<file path="src/rtl/decoder_seq.sv">
// Handshaked op decoder: accepts one op when idle, holds alu_op/flags for HOLD_CYCLES cycles,
// counts retired ops (saturating) and latches sticky halt/fault status until reset.
module decoder_seq #(
  parameter int OP_W        = 4,
  parameter int ALU_OP_W    = 2,
  parameter int FLAGS_W     = 6,
  parameter int HOLD_CYCLES = 2,
  parameter int CNT_W       = 16
) (
  input  logic                clock,
  input  logic                reset_n,
  input  logic [OP_W-1:0]     op,
  input  logic                op_valid,
  output logic                op_ready,
  output logic [ALU_OP_W-1:0] alu_op,
  output logic [0:FLAGS_W-1]  flags,
  output logic                flags_valid,
  output logic                halted,
  output logic                fault,
  output logic [OP_W-1:0]     fault_op,
  output logic [CNT_W-1:0]    retired
);

  localparam int HW = (HOLD_CYCLES > 1) ? $clog2(HOLD_CYCLES) : 1;

  typedef enum logic [1:0] {S_IDLE, S_EXEC, S_HALTED, S_FAULT} state_e;

  state_e              state_q, state_d;
  logic [HW-1:0]       cnt_q, cnt_d;
  logic [ALU_OP_W-1:0] alu_q, alu_d;
  logic [0:FLAGS_W-1]  flags_q, flags_d;
  logic                fv_q, fv_d;
  logic                halted_q, halted_d;
  logic                fault_q, fault_d;
  logic [OP_W-1:0]     fault_op_q, fault_op_d;
  logic [CNT_W-1:0]    retired_q, retired_d;
  logic                rdy_q, rdy_d;

  logic                dec_halt, dec_legal, dec_fv;
  logic [ALU_OP_W-1:0] dec_alu;
  logic [5:0]          dec_f6;
  logic [0:FLAGS_W-1]  dec_flags;
  logic                xfer;

  // Opcode decode; the 6-bit encoding fills flags[0:5], wider flag vectors stay 0 above that.
  always_comb begin
    dec_halt  = 1'b0;
    dec_legal = 1'b1;
    dec_fv    = 1'b1;
    dec_alu   = '0;
    dec_f6    = 6'b000000;
    case (32'(op))
      0:  dec_halt = 1'b1;
      1:  dec_fv   = 1'b0;
      2:  dec_f6   = 6'b010100;
      3:  dec_f6   = 6'b101110;
      4:  dec_f6   = 6'b111111;
      5:  dec_f6   = 6'b110110;
      6:  begin dec_alu = ALU_OP_W'(1); dec_f6 = 6'b111111; end
      7:  begin dec_alu = ALU_OP_W'(1); dec_f6 = 6'b110110; end
      8:  begin dec_alu = ALU_OP_W'(2); dec_f6 = 6'b111111; end
      9:  begin dec_alu = ALU_OP_W'(2); dec_f6 = 6'b110110; end
      10: begin dec_alu = ALU_OP_W'(3); dec_f6 = 6'b111111; end
      11: begin dec_alu = ALU_OP_W'(3); dec_f6 = 6'b110110; end
      default: begin dec_legal = 1'b0; dec_fv = 1'b0; end
    endcase
    dec_flags      = '0;
    dec_flags[0:5] = dec_f6;
  end

  assign xfer = op_valid & rdy_q;

  always_comb begin
    state_d    = state_q;
    cnt_d      = cnt_q;
    alu_d      = alu_q;
    flags_d    = flags_q;
    fv_d       = fv_q;
    halted_d   = halted_q;
    fault_d    = fault_q;
    fault_op_d = fault_op_q;
    retired_d  = retired_q;
    case (state_q)
      S_IDLE: begin
        if (xfer) begin
          if (dec_halt) begin
            state_d  = S_HALTED;
            halted_d = 1'b1;
          end else if (!dec_legal) begin
            state_d    = S_FAULT;
            fault_d    = 1'b1;
            fault_op_d = op;
          end else begin
            state_d = S_EXEC;
            cnt_d   = HW'(HOLD_CYCLES - 1);
            alu_d   = dec_alu;
            flags_d = dec_flags;
            fv_d    = dec_fv;
          end
        end
      end
      S_EXEC: begin
        if (cnt_q == '0) begin
          state_d = S_IDLE;
          alu_d   = '0;
          flags_d = '0;
          fv_d    = 1'b0;
          if (retired_q != {CNT_W{1'b1}}) retired_d = retired_q + 1'b1;
        end else begin
          cnt_d = cnt_q - 1'b1;
        end
      end
      default: ;
    endcase
    rdy_d = (state_d == S_IDLE);
  end

  // op_ready is registered, so it stays low through reset and rises one edge after release.
  always_ff @(posedge clock or negedge reset_n) begin
    if (!reset_n) begin
      state_q    <= S_IDLE;
      cnt_q      <= '0;
      alu_q      <= '0;
      flags_q    <= '0;
      fv_q       <= 1'b0;
      halted_q   <= 1'b0;
      fault_q    <= 1'b0;
      fault_op_q <= '0;
      retired_q  <= '0;
      rdy_q      <= 1'b0;
    end else begin
      state_q    <= state_d;
      cnt_q      <= cnt_d;
      alu_q      <= alu_d;
      flags_q    <= flags_d;
      fv_q       <= fv_d;
      halted_q   <= halted_d;
      fault_q    <= fault_d;
      fault_op_q <= fault_op_d;
      retired_q  <= retired_d;
      rdy_q      <= rdy_d;
    end
  end

  assign op_ready    = rdy_q;
  assign alu_op      = alu_q;
  assign flags       = flags_q;
  assign flags_valid = fv_q;
  assign halted      = halted_q;
  assign fault       = fault_q;
  assign fault_op    = fault_op_q;
  assign retired     = retired_q;

endmodule

</file>
<file path="config.mk">
export PLATFORM = sky130hd
export DESIGN_NAME = decoder_seq
export DESIGN_NICKNAME = d
export VERILOG_FILES = /design/src/rtl/decoder_seq.sv
export SDC_FILE = /design/constraint.sdc
export NUM_CORES = 1
export LEC_CHECK = 0
export BUFFER_PORTS_ARGS = -buffer_cell sky130_fd_sc_hd__buf_4
export CAP_MARGIN = 20
export CORE_MARGIN = 1
export CORE_UTILIZATION = 52
export CTS_CLUSTER_SIZE = 14
export DETAILED_ROUTE_END_ITERATION = 10
export PLACE_DENSITY = 0.86
export SYNTH_ARGS = -nofsm -noshare
export SYNTH_HDL_FRONTEND = slang
export SYNTH_SLANG_ARGS = --single-unit
</file>
<file path="constraint.sdc">
create_clock -name clock -period 2.13 [get_ports clock]
set_input_delay 0.3195 -clock clock [delete_from_list [all_inputs] [get_ports clock]]
set_output_delay 0.3195 -clock clock [all_outputs]
set_load 0.01 [all_outputs]
</file>
==> impl_metrics.csv <==
group,metric,value,unit
outcome,run_status,"complete, but fails checks",
outcome,violations,"design-rule violations",
route,ant_nets,0,
yosys,synth.area.top_cells,"dfrtp_1 52%, ha_1 6.1%, xor2_1 4.3%, nand2_1 3.0%, mux2_2 2.8%",
critical_path,rr_startpoint,"state_q[1]",
route,post-route-drc-count,3,
clock_tree,cts_resized,0,
critical_path,r2r_end,"retired[15]",
hold_path,hold_end,"fault_op[1]",
run,max_cap_viol_count,0,
yosys,postSynthRegisterBits,34,
route,drtIter0Drc,52,
critical_path,r2r_slack,240,ps
power_and_ir_drop,peakVddDrop,0.4378,mV
sta,period_needed,1891,ps
route,post_drt_wl_per_cell,15.17,µm
clock_tree,cts.sinks,34,
global_routing,grt_pass1_vias,1254,
global_routing,grt_usage,22.62,%
sta,hold_viol,0,
global_routing,grt_max_degree,35,
yosys,syn-num-nets,158,
sta,holdWs,258.2,ps
yosys,synth-edff-count,0,
critical_path,critical_path.cell_chain,"or3b_1 -> nor3_1 -> and4_1 -> mux2_2",
yosys,ys.warnings.count,0,
global_routing,grt_pass1_wl,5664,µm
sta,slew_headroom,71.93,%
yosys,syn_inst,143,
cells_and_area,area_delta_synth_final,24.83,%
placement,port_buffers,38,
critical_path,cp_slowest_cell,"or3b_1",
yosys,async_flop_share,100.0,%
sta,fmax,528.9,MHz
clock_tree,cts_tree,"done",
placement,dp_hpwl,2517,µm
global_routing,antenna_found_initial,0,
route,vias,1268,
route,avgViaCountPerCell,5.686,
hold_path,hold_start,"op[1]",
critical_path,arrival,2130,ps
cells_and_area,drive_above_1_share,30.21,%
hold_path,worstHoldPathType,"input pin to flip-flop",
clock_tree,cts.path.max_buffers,2,
floorplan,core,0.002853,mm²
clock_tree,clkLatencyLatePin,340,ps
yosys,synth.most_common_cell,"dfrtp_1",
critical_path,worstRegToRegCells,4,
critical_path,worst_setup_path_start_kind,"flip-flop",
route,drt-pass1-iter-count,7,
clock_tree,root_buffer,"clkbuf_4",
clock_tree,htree_num_levels,2,
sta,period_share,88.77,%
sta,worst_clock_skew,9.051,ps
sta,rsz0062_at_grt,"false",
cells_and_area,nets,206,
placement,place.gp.congestion,0.8067,
floorplan,dieArea,0.003368,mm²
yosys,synth_ff_type,"dfrtp_1",
sta,tightest_slew,421.1,ps
sta,drv_slew,0,
critical_path,path_class,"flip-flop to flip-flop",
power_and_ir_drop,p_leak,1.075,nW
hold_path,holdPathStages,2,
clock_tree,clkTransAtPathRegs,110,ps
clock_tree,cts_setup_buffers,0,
yosys,synth.distinct_cells,38,
critical_path,cp_max_fo,7,
yosys,synth_largest_area_cell,"dfrtp_1",
power_and_ir_drop,power,0.001064,W
floorplan,io_pins,39,
floorplan,chipWidth,58.04,µm
cells_and_area,antenna_cells_inserted,0,
critical_path,end_kind,"flip-flop",
route,drt-total-wl,3383,µm
floorplan,dieHeight,58.04,µm
yosys,ys_seq_area_share,52.11,%
sta,tns,0,ps
yosys,synth_top_area_share,52.11,%
critical_path,cpPeakStageDelay,460,ps
floorplan,row_count,19,
critical_path,cp.required,2370,ps
power_and_ir_drop,powerDensity,522.3,mW/mm²
floorplan,floorplan.initialDensity,57.24,%
yosys,synth_common_cells,"34 x dfrtp_1, 13 x nand2_1, 9 x nor2_1",
global_routing,grt_overflow,0,
sta,setup-violations-final,0,
clock_tree,cts-buffers-inserted,5,
yosys,avgSynthCellArea,11.42,µm²
yosys,synth_area,0.001633,mm²
metrics by stage:
| step | std cells | setup slack, ps | cell area [µm²] | util [%] |
|---|---|---|---|---|
| floorplan | 143 | 249.4 | 1633 | - |
| global placement | 214 | 328.3 | 1968 | 68.99 |
| detailed placement | 214 | 231.7 | 1968 | 68.99 |
| CTS | 223 | 217.3 | 2038 | 71.45 |
| global route | 223 | 96.04 | 2038 | 71.45 |
| finish | 223 | 239.2 | 2038 | 71.45 |
worst max-delay path by stage:
stage	cells after the start	start	slack, ps	endpoint
CTS	4	state_q[1]	220	retired[15]
global placement	4	state_q[1]	330	retired[15]
detailed placement	4	state_q[1]	230	retired[15]
global route	4	retired[6]	100	retired[15]
floorplan	4	state_q[1]	250	flags[2]
finish	4	state_q[1]	240	retired[15]
kinds of logic (layout without fill, tap and decap cells):
kind of cell / after synthesis / in the layout / synth area share [%]
adder cells (fa/ha/maj): 8 / 8 / 6.131
flip-flops: 34 / 34 / 52.11
AO/OA/AOI/OAI: 25 / 25 / 10.42
buffers and inverters: 5 / 54 / 1.839
AND/OR/NAND/NOR: 54 / 54 / 19.69
multiplexers: 5 / 5 / 3.371
XOR/XNOR: 12 / 12 / 6.437
placed cells by master (no fill, tap or decap), drive strengths merged, types with 2 or more instances in the layout:
cell type  netlist  layout
mux2             4       4
xor2             8       8
nand2           13      13
dfrtp           34      34
nor4             3       3
nand4b           2       2
a21o             3       3
nand3            4       4
nand2b           2       2
nor3b            4       4
a22o             4       4
ha               8       8
inv              3       3
o41ai            2       2
a21oi            5       5
or3              2       2
xnor2            4       4
nor3             5       5
nand4            4       4
nor2             9       9
o21ai            6       6
clkbuf           0       7
buf              2      42
worst max-delay path: cells and delay by family, from the launching register on:
family | cells | cell delay [ps]
mux | 1 | 330
simple gates | 3 | 1010
flops | 1 | 450
sequential cells by signal, indices dropped and copies added (netlist names):
signal	count
alu_op	2
cnt_q	1
fault	1
fault_op	4
flags	5
flags_valid	1
halted	1
op_ready	1
retired	16
state_q	2
routing by layer:
| metal | routed length (µm) | vias up | part of all wire, % | track usage, % |
|---|---|---|---|---|
| li1 | - | 610 | - | - |
| met1 | 1417 | 609 | 42 | 26.89 |
| met2 | 1747 | 39 | 52 | 38.75 |
| met3 | 143 | 10 | 4.2 | 4.464 |
| met4 | 76 | 0 | 2.2 | 11.90 |
| met5 | 0 | - | 0 | 0 |
power breakdown:
part / internal [W] / switching, W / total, W
Clock: 0.000160 / 0.000212 / 0.000372
Combinational: 0.0000177 / 0.0000299 / 0.0000475
Sequential: 0.000645 / 0 / 0.000645
Total: 0.000822 / 0.000242 / 0.00106
area by class of cell:
cell class / count / area, µm²
Clock buffer: 7 / 55.05
Clock inverter: 1 / 5.005
Fill cell: 213 / 814.5
Inverter: 3 / 11.26
Multi-Input combinational cell: 104 / 752.0
Sequential cell: 34 / 850.8
Tap cell: 31 / 38.79
Timing Repair Buffer: 43 / 325.3
repair_timing:
action | CTS | global route
hold buffers | 1 | 0
setup endpoints to repair | 0 | 0
hold endpoints to repair | 34 | 0
(Power assumes the default switching activity.)
